$ cat config.mk
export PLATFORM = sky130hd
export DESIGN_NAME = sram_burst_reader
export DESIGN_NICKNAME = d
export VERILOG_FILES = /design/src/rtl/sram_burst_reader.sv
export SDC_FILE = /design/constraint.sdc
export NUM_CORES = 1
export LEC_CHECK = 0
export CORE_MARGIN = 2
export CORE_UTILIZATION = 45
export CTS_CLUSTER_DIAMETER = 80
export DETAILED_ROUTE_END_ITERATION = 7
export GPL_TIMING_DRIVEN = 0
export PLACE_DENSITY = 0.7
export SLEW_MARGIN = 10
export SYNTH_ARGS = -nofsm -noshare
export SYNTH_HDL_FRONTEND = slang
export SYNTH_SLANG_ARGS = --single-unit
export TNS_END_PERCENT = 20
$ cat constraint.sdc
create_clock -name clock -period 4.2 [get_ports clock]
set_input_delay 0.42 -clock clock [delete_from_list [all_inputs] [get_ports clock]]
set_output_delay 0.42 -clock clock [all_outputs]
set_load 0.01 [all_outputs]
$ cat src/rtl/sram_burst_reader.sv
// rtl/sram_burst_reader.sv - Avalon-MM burst read master with FWFT output FIFO
// Optional response watchdog enabled by defining SRAM_READER_TIMEOUT_EN.
module sram_burst_reader #(
    parameter int ADDR_WIDTH      = 20,
    parameter int DATA_WIDTH      = 16,
    parameter int BE_WIDTH        = DATA_WIDTH / 8,
    parameter int LEN_WIDTH       = 16,
    parameter int FIFO_AW         = 3,
    parameter int MAX_OUTSTANDING = 4
) (
    input  logic                  clock,
    input  logic                  reset_n,
    input  logic                  start,
    input  logic [ADDR_WIDTH-1:0] base_addr,
    input  logic [LEN_WIDTH-1:0]  length,
    input  logic                  abort,
    output logic                  busy,
    output logic                  done,
    output logic [ADDR_WIDTH-1:0] m_address,
    output logic [BE_WIDTH-1:0]   m_byteenable,
    output logic                  m_read,
    output logic                  m_write,
    output logic [DATA_WIDTH-1:0] m_writedata,
    input  logic                  m_waitrequest,
    input  logic [DATA_WIDTH-1:0] m_readdata,
    input  logic                  m_readdataready,
    output logic [DATA_WIDTH-1:0] out_data,
    output logic                  out_valid,
    input  logic                  out_ready,
    output logic                  timeout
);

    localparam int DEPTH = 1 << FIFO_AW;
    localparam int CW    = FIFO_AW + 1;
    localparam logic [CW-1:0] MAX_PEND = CW'(MAX_OUTSTANDING);
    localparam logic [CW:0]   DEPTH_C  = (CW + 1)'(DEPTH);

    typedef enum logic [1:0] {
        IDLE,
        ISSUE,
        DRAIN
    } state_t;

    state_t                state;
    logic [LEN_WIDTH-1:0]  remaining;
    logic [LEN_WIDTH-1:0]  remaining_nxt;
    logic [CW-1:0]         pending;
    logic [CW-1:0]         pending_nxt;
    logic [CW-1:0]         fifo_count;
    logic [CW-1:0]         count_nxt;
    logic [FIFO_AW-1:0]    rd_ptr;
    logic [FIFO_AW-1:0]    wr_ptr;
    logic [DATA_WIDTH-1:0] mem [DEPTH];
    logic                  aborting;
    logic                  accept;
    logic                  resp;
    logic                  pop;
    logic                  push;
    logic                  flush;
    logic                  credit;
    logic                  tmo_hit;

    assign m_byteenable = '1;
    assign m_write      = 1'b0;
    assign m_writedata  = '0;
    assign out_valid    = (fifo_count != '0);
    assign out_data     = out_valid ? mem[rd_ptr] : '0;

    // Credit is judged on next-cycle occupancy so a registered m_read can never
    // over-commit the FIFO, even while a request is held by waitrequest.
    always_comb begin
        accept        = m_read && !m_waitrequest;
        resp          = m_readdataready && (pending != '0);
        pop           = out_valid && out_ready;
        flush         = (state != IDLE) && (abort || tmo_hit);
        push          = resp && !aborting && !flush;
        remaining_nxt = accept ? remaining - LEN_WIDTH'(1) : remaining;
        pending_nxt   = pending + CW'(accept) - CW'(resp);
        if (tmo_hit) begin
            pending_nxt = '0;
        end
        count_nxt = fifo_count + CW'(push) - CW'(pop);
        if (flush) begin
            count_nxt = '0;
        end
        credit = (pending_nxt < MAX_PEND) &&
                 (({1'b0, pending_nxt} + {1'b0, count_nxt}) < DEPTH_C);
    end

    always_ff @(posedge clock or negedge reset_n) begin
        if (!reset_n) begin
            state     <= IDLE;
            m_address <= '0;
            remaining <= '0;
            pending   <= '0;
            m_read    <= 1'b0;
            busy      <= 1'b0;
            done      <= 1'b0;
            aborting  <= 1'b0;
        end else begin
            done    <= 1'b0;
            pending <= pending_nxt;
            if (accept) begin
                m_address <= m_address + ADDR_WIDTH'(1);
                remaining <= remaining_nxt;
            end
            case (state)
                IDLE: begin
                    if (start) begin
                        if (length == '0) begin
                            done <= 1'b1;
                        end else begin
                            state     <= ISSUE;
                            m_address <= base_addr;
                            remaining <= length;
                            busy      <= 1'b1;
                            aborting  <= 1'b0;
                            m_read    <= credit;
                        end
                    end
                end
                ISSUE: begin
                    if (flush) begin
                        state    <= DRAIN;
                        aborting <= 1'b1;
                        m_read   <= 1'b0;
                    end else if (remaining_nxt == '0) begin
                        state  <= DRAIN;
                        m_read <= 1'b0;
                    end else begin
                        m_read <= credit;
                    end
                end
                DRAIN: begin
                    if (flush) begin
                        aborting <= 1'b1;
                    end
                    if (pending_nxt == '0) begin
                        state <= IDLE;
                        busy  <= 1'b0;
                        done  <= !aborting && !flush;
                    end
                end
                default: state <= IDLE;
            endcase
        end
    end

    always_ff @(posedge clock or negedge reset_n) begin
        if (!reset_n) begin
            rd_ptr     <= '0;
            wr_ptr     <= '0;
            fifo_count <= '0;
        end else begin
            fifo_count <= count_nxt;
            if (flush) begin
                rd_ptr <= wr_ptr;
            end else begin
                if (push) begin
                    wr_ptr <= wr_ptr + FIFO_AW'(1);
                end
                if (pop) begin
                    rd_ptr <= rd_ptr + FIFO_AW'(1);
                end
            end
        end
    end

    always_ff @(posedge clock) begin
        if (push) begin
            mem[wr_ptr] <= m_readdata;
        end
    end

`ifdef SRAM_READER_TIMEOUT_EN
    logic [11:0] tmo_cnt;

    assign tmo_hit = (tmo_cnt == 12'hFFF);

    always_ff @(posedge clock or negedge reset_n) begin
        if (!reset_n) begin
            tmo_cnt <= '0;
            timeout <= 1'b0;
        end else begin
            if (m_readdataready || (pending == '0) || tmo_hit) begin
                tmo_cnt <= '0;
            end else begin
                tmo_cnt <= tmo_cnt + 12'd1;
            end
            if ((state == IDLE) && start) begin
                timeout <= 1'b0;
            end else if (tmo_hit) begin
                timeout <= 1'b1;
            end
        end
    end
`else
    assign tmo_hit = 1'b0;
    assign timeout = 1'b0;
`endif

endmodule
After elaboration in Yosys (flattened, before gate mapping) --
Memory sizes are Yosys's and may differ from the RTL's. Cells that the tools add are included.
Cells by class: bitwise logic cells 1, reduce and logical (&&, ||, !) cells 28, multiplexer cells 38, shifts and indexed selects 0, order comparisons 2, divide/modulo/power cells 0, multiply operators 0, $add $sub $neg 9, equal/unequal tests 7
Operator list (count):
- two-way mux 16 bit | 6
- two-way mux 20 bit | 4
- logical NOT 16 bit | 2
- adder 20 x 1 -> 20 bit (second input constant) | 1
- subtractor 16 x 1 -> 16 bit (second input constant) | 1
- two-way mux 1 bit | 15
- AND reduction 4 bit | 3
- two-way mux 2 bit | 5
- nonzero test 2 bit | 5
- adder 4 x 1 -> 4 bit | 2
- logical AND 1 bit | 8
- case mux 1 bit (2 select lines) | 4
- nonzero test 4 bit | 2
- subtractor 4 x 1 -> 4 bit | 2
- adder 3 x 1 -> 3 bit (second input constant) | 2
- two-way mux 3 bit | 2
- != test 2 bit (second input constant) | 3
- case mux 2 bit (3 select lines) | 1
- adder 4 x 4 -> 5 bit | 1
- less-than comparator 5 x 4 -> 1 bit (second input constant) | 1
- logical NOT 4 bit | 1
- less-than comparator 4 x 3 -> 1 bit (second input constant) | 1
- two-way mux 4 bit | 1
- logical NOT 1 bit | 3
- other kinds (9) | 9
Word-level totals: latch bits 0, bits in read-only memories 0, output and inout port bits 60, memories kept 1, register bits 56, input port bits 59, RAM bits 128
Memories:
- mem | words 8, bits a word 16, read ports 1, clocked after Yosys merged registers in 0, wr ports 1, line 53 | logic [DATA_WIDTH-1:0] mem [DEPTH];

Longest topological paths before layout --
Gate-level depths: netlist (run 1).
depth after elaboration 13, gate-level depth with buffers 19

Worst setup path before layout (run 1) --
Ideal clock, no wire load.
kind register to register, start reg m_read, end reg state[1], data arrival time 3956 ps, cell stages (with the launch flop) 14, setup slack 116 ps, path buffers 1, setup time 128 ps, required time 4072 ps, path through dfrtp_1 nor2b_1 clkbuf_1 inv_1 ha_1 inv_1 ha_1 fa_1 or3b_1 a2111oi_1 o32ai_1 or4b_1 o21ai_1 mux2_1
On the way: word-level cells in the longest chain between the ends 6, elaborated cells on any way between the ends 9
RTL lines:
- start, declared | line 21 | output logic m_read,
- start signal, assigned | line 118 | m_read <= credit;
- start signal, assigned | line 131 | m_read <= credit;
- logical AND 1 bit | line 72 | accept = m_read && !m_waitrequest;
- adder 4 x 1 -> 4 bit | line 78 | pending_nxt = pending + CW'(accept) - CW'(resp);
- subtractor 4 x 1 -> 4 bit | line 78
- named net pending_nxt[1] | line 48 | logic [CW-1:0] pending_nxt;
- logical NOT 4 bit | line 138 | if (pending_nxt == '0) begin
- != test 2 bit (no source line)
- AND reduction 4 bit (no source line)
- end signal, assigned | line 92 | state <= IDLE;
- end signal, assigned | line 139 | state <= IDLE;
- end signal, assigned | line 144 | default: state <= IDLE;
- end, declared | line 44 | state_t state;
The timed path passes the listed nets, and every way through them passes these cells. A chain may end at the register's enable or synchronous reset.

Worst setup path in the final report (run 1) --
Ends and elaborated chain as after synthesis.

==> impl_results.md, run 1 <==
* Outcome: complete, no violations
* Layout cells sized above 1 at 0.171
* Max Clock Freq at about 0.25 GHz
* Initial antenna violation count at 0
* Critical path cell sequence: nor2b_1 > buf_4 > clkinvlp_4 > ha_1 > inv_1 > ha_1 > fa_1 > or3b_1 > a2111oi_4 > o32ai_2 > or4b_1 > o21ai_1 > mux2_1
* Number of global-route vias before repair at 5566
* Hold crit path type: primary input to asynchronous set/reset pin
* Detailed placement HPWL at roughly 13000 um
* CTS sink count at ~180
* Pin count of the biggest net entering global routing at 57
* Vias at 5464
* Pwr dens at 681 mW/mm^2
* Die W at between 100 and 150 um
* Setup TNS at 0 ns
* Fin. max-slew vios at 0
* Latest clock arrival within the worst-skew pair at between 0.4 and 0.5 ns
* Synth area leaders: edfxtp_1 (45%), dfrtp_1 (16%), mux4_2 (8.5%)
* Clk root buf: clkbuf_16
* Initial Utilization at 0.457
* WP data arrival at 4.34 ns
* Slew Limit Headroom at 0.289
* Residual DRC at 0
* CTS Buf Count at 17
* Worst path max stage delay at 0.51 ns
* Synth top area share at 0.451
* Period minus WS final at between 4 and 5 ns
* IO Port Bufs at roughly 100
* Worst setup EP type: flop
* DRT Wirelength at roughly 18000 um
* Worst slew pin tran at 1.07 ns
* Crit path max-delay family: simple AND/OR/NAND/NOR gates
* Final hold vios at 0
* Number of max-cap violations at 0
* Main synth FF type: edfxtp_1
* Total leakage power at 0.00388 uW
* Ports at about 120
* Reg clk slew, reported paths at 0.07 ns
* Final period util at 0.959
* Number of synthesized flops with an enable pin at 128
* Layout Nets at ~850
* Synthesis-to-finish area growth at 25.4%
* Post-Synthesis Cells at ~610
* Max Clock Skew at about 0.012 ns
* GP Congestion at approximately 0.88
* Clock buffer depth at 2
* Syn Area/Cell at 13.9 um^2
* Crit path max fanout at 9
* Hold_buf cts at 0
* Largest area contributor in the netlist: edfxtp_1
* Yosys reg bits at 184
* Drt pass-1 iters at 5
* Yosys cell types at 59
* Crit start category: flop
* Fin cells at about 1.0k
* Most used cell, CP: ha_1
* Critical path class: flop to flop
* Detailed Route Iter0 Violations at roughly 370
* CTS tree: built
* Grt total ovfl at 0
* Top-count cell post-synth: edfxtp_1
* Rows at 50
* Post-DR wirelength/cell at around 18 um
* PnR worst setup slack at about 0.17 ns
* DR vias/cell at about 5.4
* Pre-CTS setup slack at -0.863 ns
* Die Y-Extent at around 140 um
* Area after DPL at 0.0100 mm^2
* Core area at 0.0186 mm^2
* Die area at 0.0201 mm^2
* Mapped cell area at between 0.008 and 0.009 mm^2
* Gr usage total at 0.190
* Worst Path Required at about 4.5 ns
* Filler cells at about 1.5k
* Commonest cells post-synth: edfxtp_1 (128), nor2_1 (73), dfrtp_1 (56), a21oi_1 (39), mux4_2 (32)
* Antenna diode count at 0
* Bufs and invs on worst path at 3
* Sequential cell area fraction in the yosys report at 0.615
* Max stage delay cell, worst path: fa_1
* Routed Antenna Nets at 0
* Peak supply drop at 0.366 mV
* Placed Cells at slightly below 1k
* First-pass GRT wire length at ~29000 um
* Final setup fails at 0
* Fin area at around 0.011 mm^2
* Ys Warns at 0
* Synth async-reset ratio at 0.304
* RSZ-0062 raised after global routing: no
* Post-layout power at roughly 7300 uW
* CTS H-Tree Depth at 4
## metrics by stage
step,util,hold WS (ns)
6_report,0.574,0.0382
5_1_grt,0.574,0.107
4_1_cts,0.570,0.0747
3_5_place_dp,0.538,0.513
3_3_place_gp,0.529,0.495
2_1_floorplan,-,0.124
## final cells by class
type	instances	area [um^2]	area share
Sequential cell	184	5250	0.491
Multi-Input combinational cell	381	3060	0.286
Timing Repair Buffer	113	1160	0.109
Clock buffer	17	425	0.0398
Tap cell	234	293	0.0274
Buffer	46	285	0.0267
Clock inverter	15	149	0.0139
Inverter	20	78.8	0.00737
## final timing paths
check,start,to,slack [ns],depth (start not counted)
worst max-delay path,m_read,state[1],0.17,13
worst min register to register,state[1],state[1],0.53,1
max in group asynchronous,reset_n,m_read,3.60,1
worst max register to register,m_read,state[1],0.17,13
worst min-delay path,reset_n,remaining[11],0.04,1
min in group clock,state[1],state[1],0.53,1
## kinds of logic (layout without fill, tap and decap cells)
family                   after synthesis  in the layout  synth area share
flip-flops                           184            184             0.615
AND/OR/NAND/NOR                      171            171             0.100
AO/OA/AOI/OAI                         71             71            0.0518
buffers and inverters                 67            211            0.0423
multiplexers                          55             55             0.112
XOR/XNOR                              41             41            0.0421
adder cells (fa/ha/maj)               23             23            0.0355
other                                  2             20          0.000881
## what timing repair did
action | CTS | global route
endpoints found under the setup margin | 1 | 2
resized for setup | 4 | 10
gates cloned | 0 | 0
buffers inserted | 0 | 5
pin swaps | 0 | 1
## registers in the layout (all words and copies together), names as in the netlist, 2 cells and up
| name | flops |
|---|---|
| mem | 128 |
| state | 2 |
| pending | 4 |
| remaining | 16 |
| fifo_count | 4 |
| wr_ptr | 3 |
| rd_ptr | 3 |
| m_address | 20 |
## placed cells by master, fill, tap and decap left out, types with 11 or more instances in the layout
cell type,count
edfxtp_1,128
clkdlybuf4s50_1,96
nor2_1,67
dfrtp_1,55
a21oi_1,39
mux4_2,32
buf_4,27
xnor2_1,24
nand2_1,23
ha_1,21
conb_1,20
inv_1,19
mux2i_1,19
xor2_1,17
clkbuf_16,17
nand3_1,12
nor3_1,11
## per-layer routing
metal / global-route usage / share of wire / vias up
met5: 0 / 0 / -
met4: 0.0495 / 0.010 / 0
met3: 0.0476 / 0.060 / 17
met2: 0.313 / 0.49 / 203
met1: 0.255 / 0.44 / 2714
li1: - / - / 2530
## where the power goes
group	total, uW	switching (uW)	internal (uW)
logic	3060	1530	1520
registers	2660	325	2340
clock network	1560	765	795
No activity file was read; power rests on OpenSTA's default activity.
==> run 2: changes to the inputs <==
GPL_ROUTABILITY_DRIVEN = 0   (was default)
==> impl_results.md, run 2 (synthesized netlist as in run 1, its figures left out) <==
* Detailed Route Iter0 Violations at around 350
* Critical Path Sink: state[1]
* Commonest non-fill, non-tap cells in the layout: edfxtp_1 (128), clkdlybuf4s50_1 (96), nor2_1 (67), dfrtp_1 (55), a21oi_1 (39)
* Sequential group share of total power at 0.364
* Die area at around 0.020 mm^2
* Number of max-cap violations at 0
* Max stage delay cell, worst path: fa_2
* Hold_buf cts at 0
* Worst slew pin tran at around 0.99 ns
* Commonest non-fill, non-tap cell in the layout: edfxtp_1
* IO Port Bufs at slightly below 100
* Pin count of the biggest net entering global routing at 57
* Worst path max stage delay at roughly 0.50 ns
* CTS tree: built
* Bufs and invs on worst path at 3
* Worst Path Required at between 4 and 5 ns
* Drt pass-1 iters at 5
* WP data arrival at about 4.3 ns
* Antenna diode count at 0
* Final setup fails at 0
* Peak supply drop at around 0.33 mV
* Post-CTS Setup Bufs at 0
* Number of cells on the critical path at 13
* Detailed placement HPWL at approximately 13000 um
* P_int at approximately 4700 uW
* Vias at 5418
* Outcome: complete, no violations
* Ports at around 120
* Number of global-route vias before repair at 5539
* Core area at ~0.019 mm^2
* Final period util at 0.952
* Clk root buf: clkbuf_16
* Die W at 142 um
* Clk pwr share at 0.222
* Worst setup EP type: flop
* Comb power frac at 0.414
* Crit start category: flop
* Total leakage power at about 0.0039 uW
* Min Hold Slack at slightly above 0.05 ns
* Latest clock arrival within the worst-skew pair at between 0.4 and 0.5 ns
* RSZ-0062 raised after global routing: no
* CTS H-Tree Depth at 4
* Hold crit path type: primary input to asynchronous set/reset pin
* Sw Ratio at 0.355
* Crit path max-delay family: simple AND/OR/NAND/NOR gates
* Residual DRC at 0
* Reg2Reg Setup Slack at slightly above 0.2 ns
* Most used cell, CP: ha_1
* Largest regs: mem: 128 flops, m_address: 20 flops, remaining: 16 flops
* Biggest register: mem
* Max Clock Skew at about 0.018 ns
* Clock buffer depth at 2
* Critical path cell sequence: nor2b_1 > clkbuf_4 > inv_2 > ha_1 > inv_1 > ha_1 > fa_2 > or3b_1 > a2111oi_4 > o32ai_2 > or4b_1 > o21ai_1 > mux2_1
* Synthesis-to-finish area growth at 25.2%
* Setup TNS at 0 ns
* R2R cell count at 13
* Initial Utilization at 0.457
* Pwr dens at a little under 700 mW/mm^2
* Grt total ovfl at 0
* Reg clk slew, reported paths at 0.08 ns
* Layout cells sized above 1 at 0.166
* DR vias/cell at roughly 5.4
* Initial antenna violation count at 0
* Rows at 50
* DRT Wirelength at 18100 um
* Post-DR wirelength/cell at roughly 18 um
* Max FFs per register at 128
* Final hold vios at 0
* Period minus WS final at approximately 4.0 ns
* Worst setup startpoint: m_read
* CTS sink count at approximately 180
* Gr usage total at 0.186
* RR Startpoint: m_read
* Slew Limit Headroom at 0.343
* R2r endpoint: state[1]
* CTS Buf Count at 17
* Routed Antenna Nets at 0
* Sw Pwr at 2590 uW
* Critical path class: flop to flop
* Die Y-Extent at 142 um
* Layout Nets at 840
* First-pass GRT wire length at approximately 29000 um
* Fin. max-slew vios at 0
* Max Clock Freq at about 0.25 GHz
* Crit path max fanout at 9
==> run 2: cell types whose count changed in the layout (fill, tap and decap cells not counted), sizes merged <==
| cell | previous run | this run |
|---|---|---|
| clkbuf | 28 | 29 |
| buf | 51 | 45 |
| bufinv | 0 | 1 |
| clkinvlp | 2 | 1 |
| clkinv | 4 | 2 |
| inv | 29 | 31 |
==> run 2: final cells by class <==
type,count,area [um^2]
plain buffers,46,285
clock buffers,17,425
clock inverters,15,169
fillers,1457,7970
inverters,20,75.1
multi-input cells,381,3050
flip-flops and latches,184,5250
well taps,234,293
repair buffers,108,1130
==> run 2: worst min-delay path by stage <==
stage	start	to	slack, ns	depth (start not counted)
floorplan	reset_n	aborting	0.12	0
global placement	busy	busy	0.49	2
detailed placement	state[1]	state[1]	0.52	1
CTS	reset_n	done	0.08	1
global route	reset_n	done	0.11	1
finish	reset_n	remaining[11]	0.05	1
==> run 2: layer usage <==
layer | global-route usage | wire [um] | up-vias
met5 | 0 | 0 | -
met4 | 0.0468 | 127 | 0
met3 | 0.0405 | 1130 | 14
met2 | 0.312 | 8930 | 192
met1 | 0.248 | 7910 | 2684
li1 | - | - | 2528
==> run 2: power groups by stage <==
stage	clock [uW]	combinational [uW]	sequential, uW
after floorplan	0	1850	2650
after global placement	0	2860	2660
after detailed placement	0	2990	2680
after CTS	1640	3040	2650
after global routing	1710	3320	2700
final	1620	3020	2660
==> run 2: what timing repair did <==
| action | in CTS | in global routing |
|---|---|---|
| endpoints found under the setup margin | 1 | 2 |
| pin swaps | 0 | 1 |
| resized for setup | 5 | 7 |
==> run 2: stage by stage <==
stage | area, um^2 | instances | util | setup slack [ns] | power, uW
finish | 10700 | 1005 | 0.573 | 0.203 | 7300
global route | 10700 | 1005 | 0.573 | 0.00931 | 7740
CTS | 10700 | 1006 | 0.571 | 0.0350 | 7330
detailed placement | 10000 | 974 | 0.538 | -0.951 | 5670
global placement | 9870 | 964 | 0.529 | -0.839 | 5520
floorplan | 8590 | 632 | - | 0.116 | 4510
==> run 3: changes to the inputs <==
PLACE_DENSITY = 0.68   (was 0.7)
clock period = 4.1 ns   (was 4.2 ns; I/O delays follow)
==> impl_results.md, run 3 (synthesized netlist as in run 1, its figures left out) <==
* Post-DR wirelength/cell at roughly 18 um
* Commonest non-fill, non-tap cell in the layout: edfxtp_1
* CTS tree: built
* Most used cell, CP: ha_1
* Final hold vios at 0
* Total leakage power at 0.00386 uW
* Number of global-route vias before repair at between 5k and 6k
* CTS Buf Count at 17
* Area after DPL at roughly 0.010 mm^2
* CTS sink count at roughly 180
* Max stage delay cell, worst path: fa_2
* First-pass GRT wire length at 30000 um
* Fin area at ~0.011 mm^2
* Routed Antenna Nets at 0
* Critical path class: flop to flop
* Die Y-Extent at 142 um
* Met3 routed WL at approximately 1100 um
* PnR worst setup slack at about 0.16 ns
* Critical path cell sequence: nor2b_1 > clkbuf_4 > inv_4 > ha_1 > inv_1 > ha_1 > fa_2 > or3b_1 > a2111oi_4 > o32ai_2 > or4b_1 > o21ai_1 > mux2_1
* Number of max-cap violations at 0
* Grt total ovfl at 0
* Bufs and invs on worst path at 3
* Biggest register: mem
* Die area at around 0.02 mm^2
* Rows at 50
* Worst slew pin tran at roughly 1.0 ns
* Layout Nets at 841
* Pin count of the biggest net entering global routing at 57
* CTS H-Tree Depth at 4
* Worst path max stage delay at about 0.50 ns
* Final period util at 0.960
* Drt pass-1 iters at 4
* Final setup fails at 0
* Core area at approximately 0.019 mm^2
* Latest clock arrival within the worst-skew pair at 0.44 ns
* Setup TNS at 0 ns
* Reg clk slew, reported paths at about 0.070 ns
* DRT Wirelength at 18600 um
* DR vias/cell at 5.36
* WL met1 at approximately 7900 um
* Pwr dens at around 700 mW/mm^2
* Uppermost layer routed: met4
* Period minus WS final at 3.94 ns
* Crit path max-delay family: simple AND/OR/NAND/NOR gates
* Commonest non-fill, non-tap cells in the layout: edfxtp_1 (128), clkdlybuf4s50_1 (96), nor2_1 (67), dfrtp_1 (55), a21oi_1 (39)
* Layout cells sized above 1 at 0.168
* Initial Utilization at 0.457
* Worst setup EP type: flop
* Hold crit path type: primary input to asynchronous set/reset pin
* Die W at between 100 and 150 um
* RSZ-0062 raised after global routing: yes
* Filler cells at between 1k and 1.5k
* Post-layout power at 7470 uW
* Largest regs: mem: 128 flops, m_address: 20 flops, remaining: 16 flops
* Synthesis-to-finish area growth at 25.2%
* IO Port Bufs at 98
* Crit path max fanout at 9
* Residual DRC at 0
* Crit start category: flop
* Outcome: complete, no violations
* Slew Limit Headroom at 0.310
* Detailed Route Iter0 Violations at 312
* Antenna diode count at 0
* Peak supply drop at approximately 0.40 mV
* Max FFs per register at ~130
* Max Clock Skew at about 0.019 ns
* Max Clock Freq at around 0.25 GHz
* WP data arrival at 4.27 ns
* Clk root buf: clkbuf_16
* WL met2 at around 9300 um
* Gr usage total at 0.198
* Worst Path Required at roughly 4.4 ns
* Ports at between 100 and 150
* Pre-CTS setup slack at -1.04 ns
* Initial antenna violation count at 0
* Vias at approximately 5.4k
* Clock buffer depth at 2
* Detailed placement HPWL at roughly 13000 um
* Post-route core utilization at 0.572
* Fin. max-slew vios at 0
run 3: worst paths after layout:
path | depth (start not counted) | slack [ns] | endpoint | startpoint
min in group clock | 2 | 0.51 | busy | busy
max | 13 | 0.16 | state[1] | m_read
min | 1 | 0.02 | remaining[11] | reset_n
max reg2reg | 13 | 0.16 | state[1] | m_read
max in group asynchronous | 1 | 3.55 | m_read | reset_n
min reg2reg | 2 | 0.51 | busy | busy
run 3: cell type report:
class / count / area (um^2) / area share
Clock inverter: 14 / 159 / 0.0149
Sequential cell: 184 / 5250 / 0.492
Multi-Input combinational cell: 381 / 3060 / 0.287
Tap cell: 234 / 293 / 0.0274
Inverter: 20 / 77.6 / 0.00727
Clock buffer: 18 / 429 / 0.0402
Buffer: 46 / 285 / 0.0267
Timing Repair Buffer: 109 / 1120 / 0.105
run 3: routing by layer:
layer  track usage  vias up
li1              -     2530
met3        0.0391       25
met2         0.331      177
met4        0.0758        0
met1         0.258     2659
met5             0        -
run 3: power breakdown:
group	leakage, uW	internal (uW)	switching [uW]
sequential	0.00180	2400	329
clock	0.000285	865	761
combinational	0.00178	1550	1570
run 3: through the flow:
step | hold WS (ns) | cells
final | 0.0172 | 1006
after global routing | 0.0779 | 1006
after CTS | 0.0437 | 1006
after detailed placement | 0.497 | 974
after global placement | 0.493 | 964
after floorplan | 0.114 | 632
run 3: timing repair:
action	4_1_cts	5_1_grt
setup endpoints to repair	1	2
resized for setup	6	10
pin swaps	0	1
hold buffers	0	0
buffers inserted	0	1
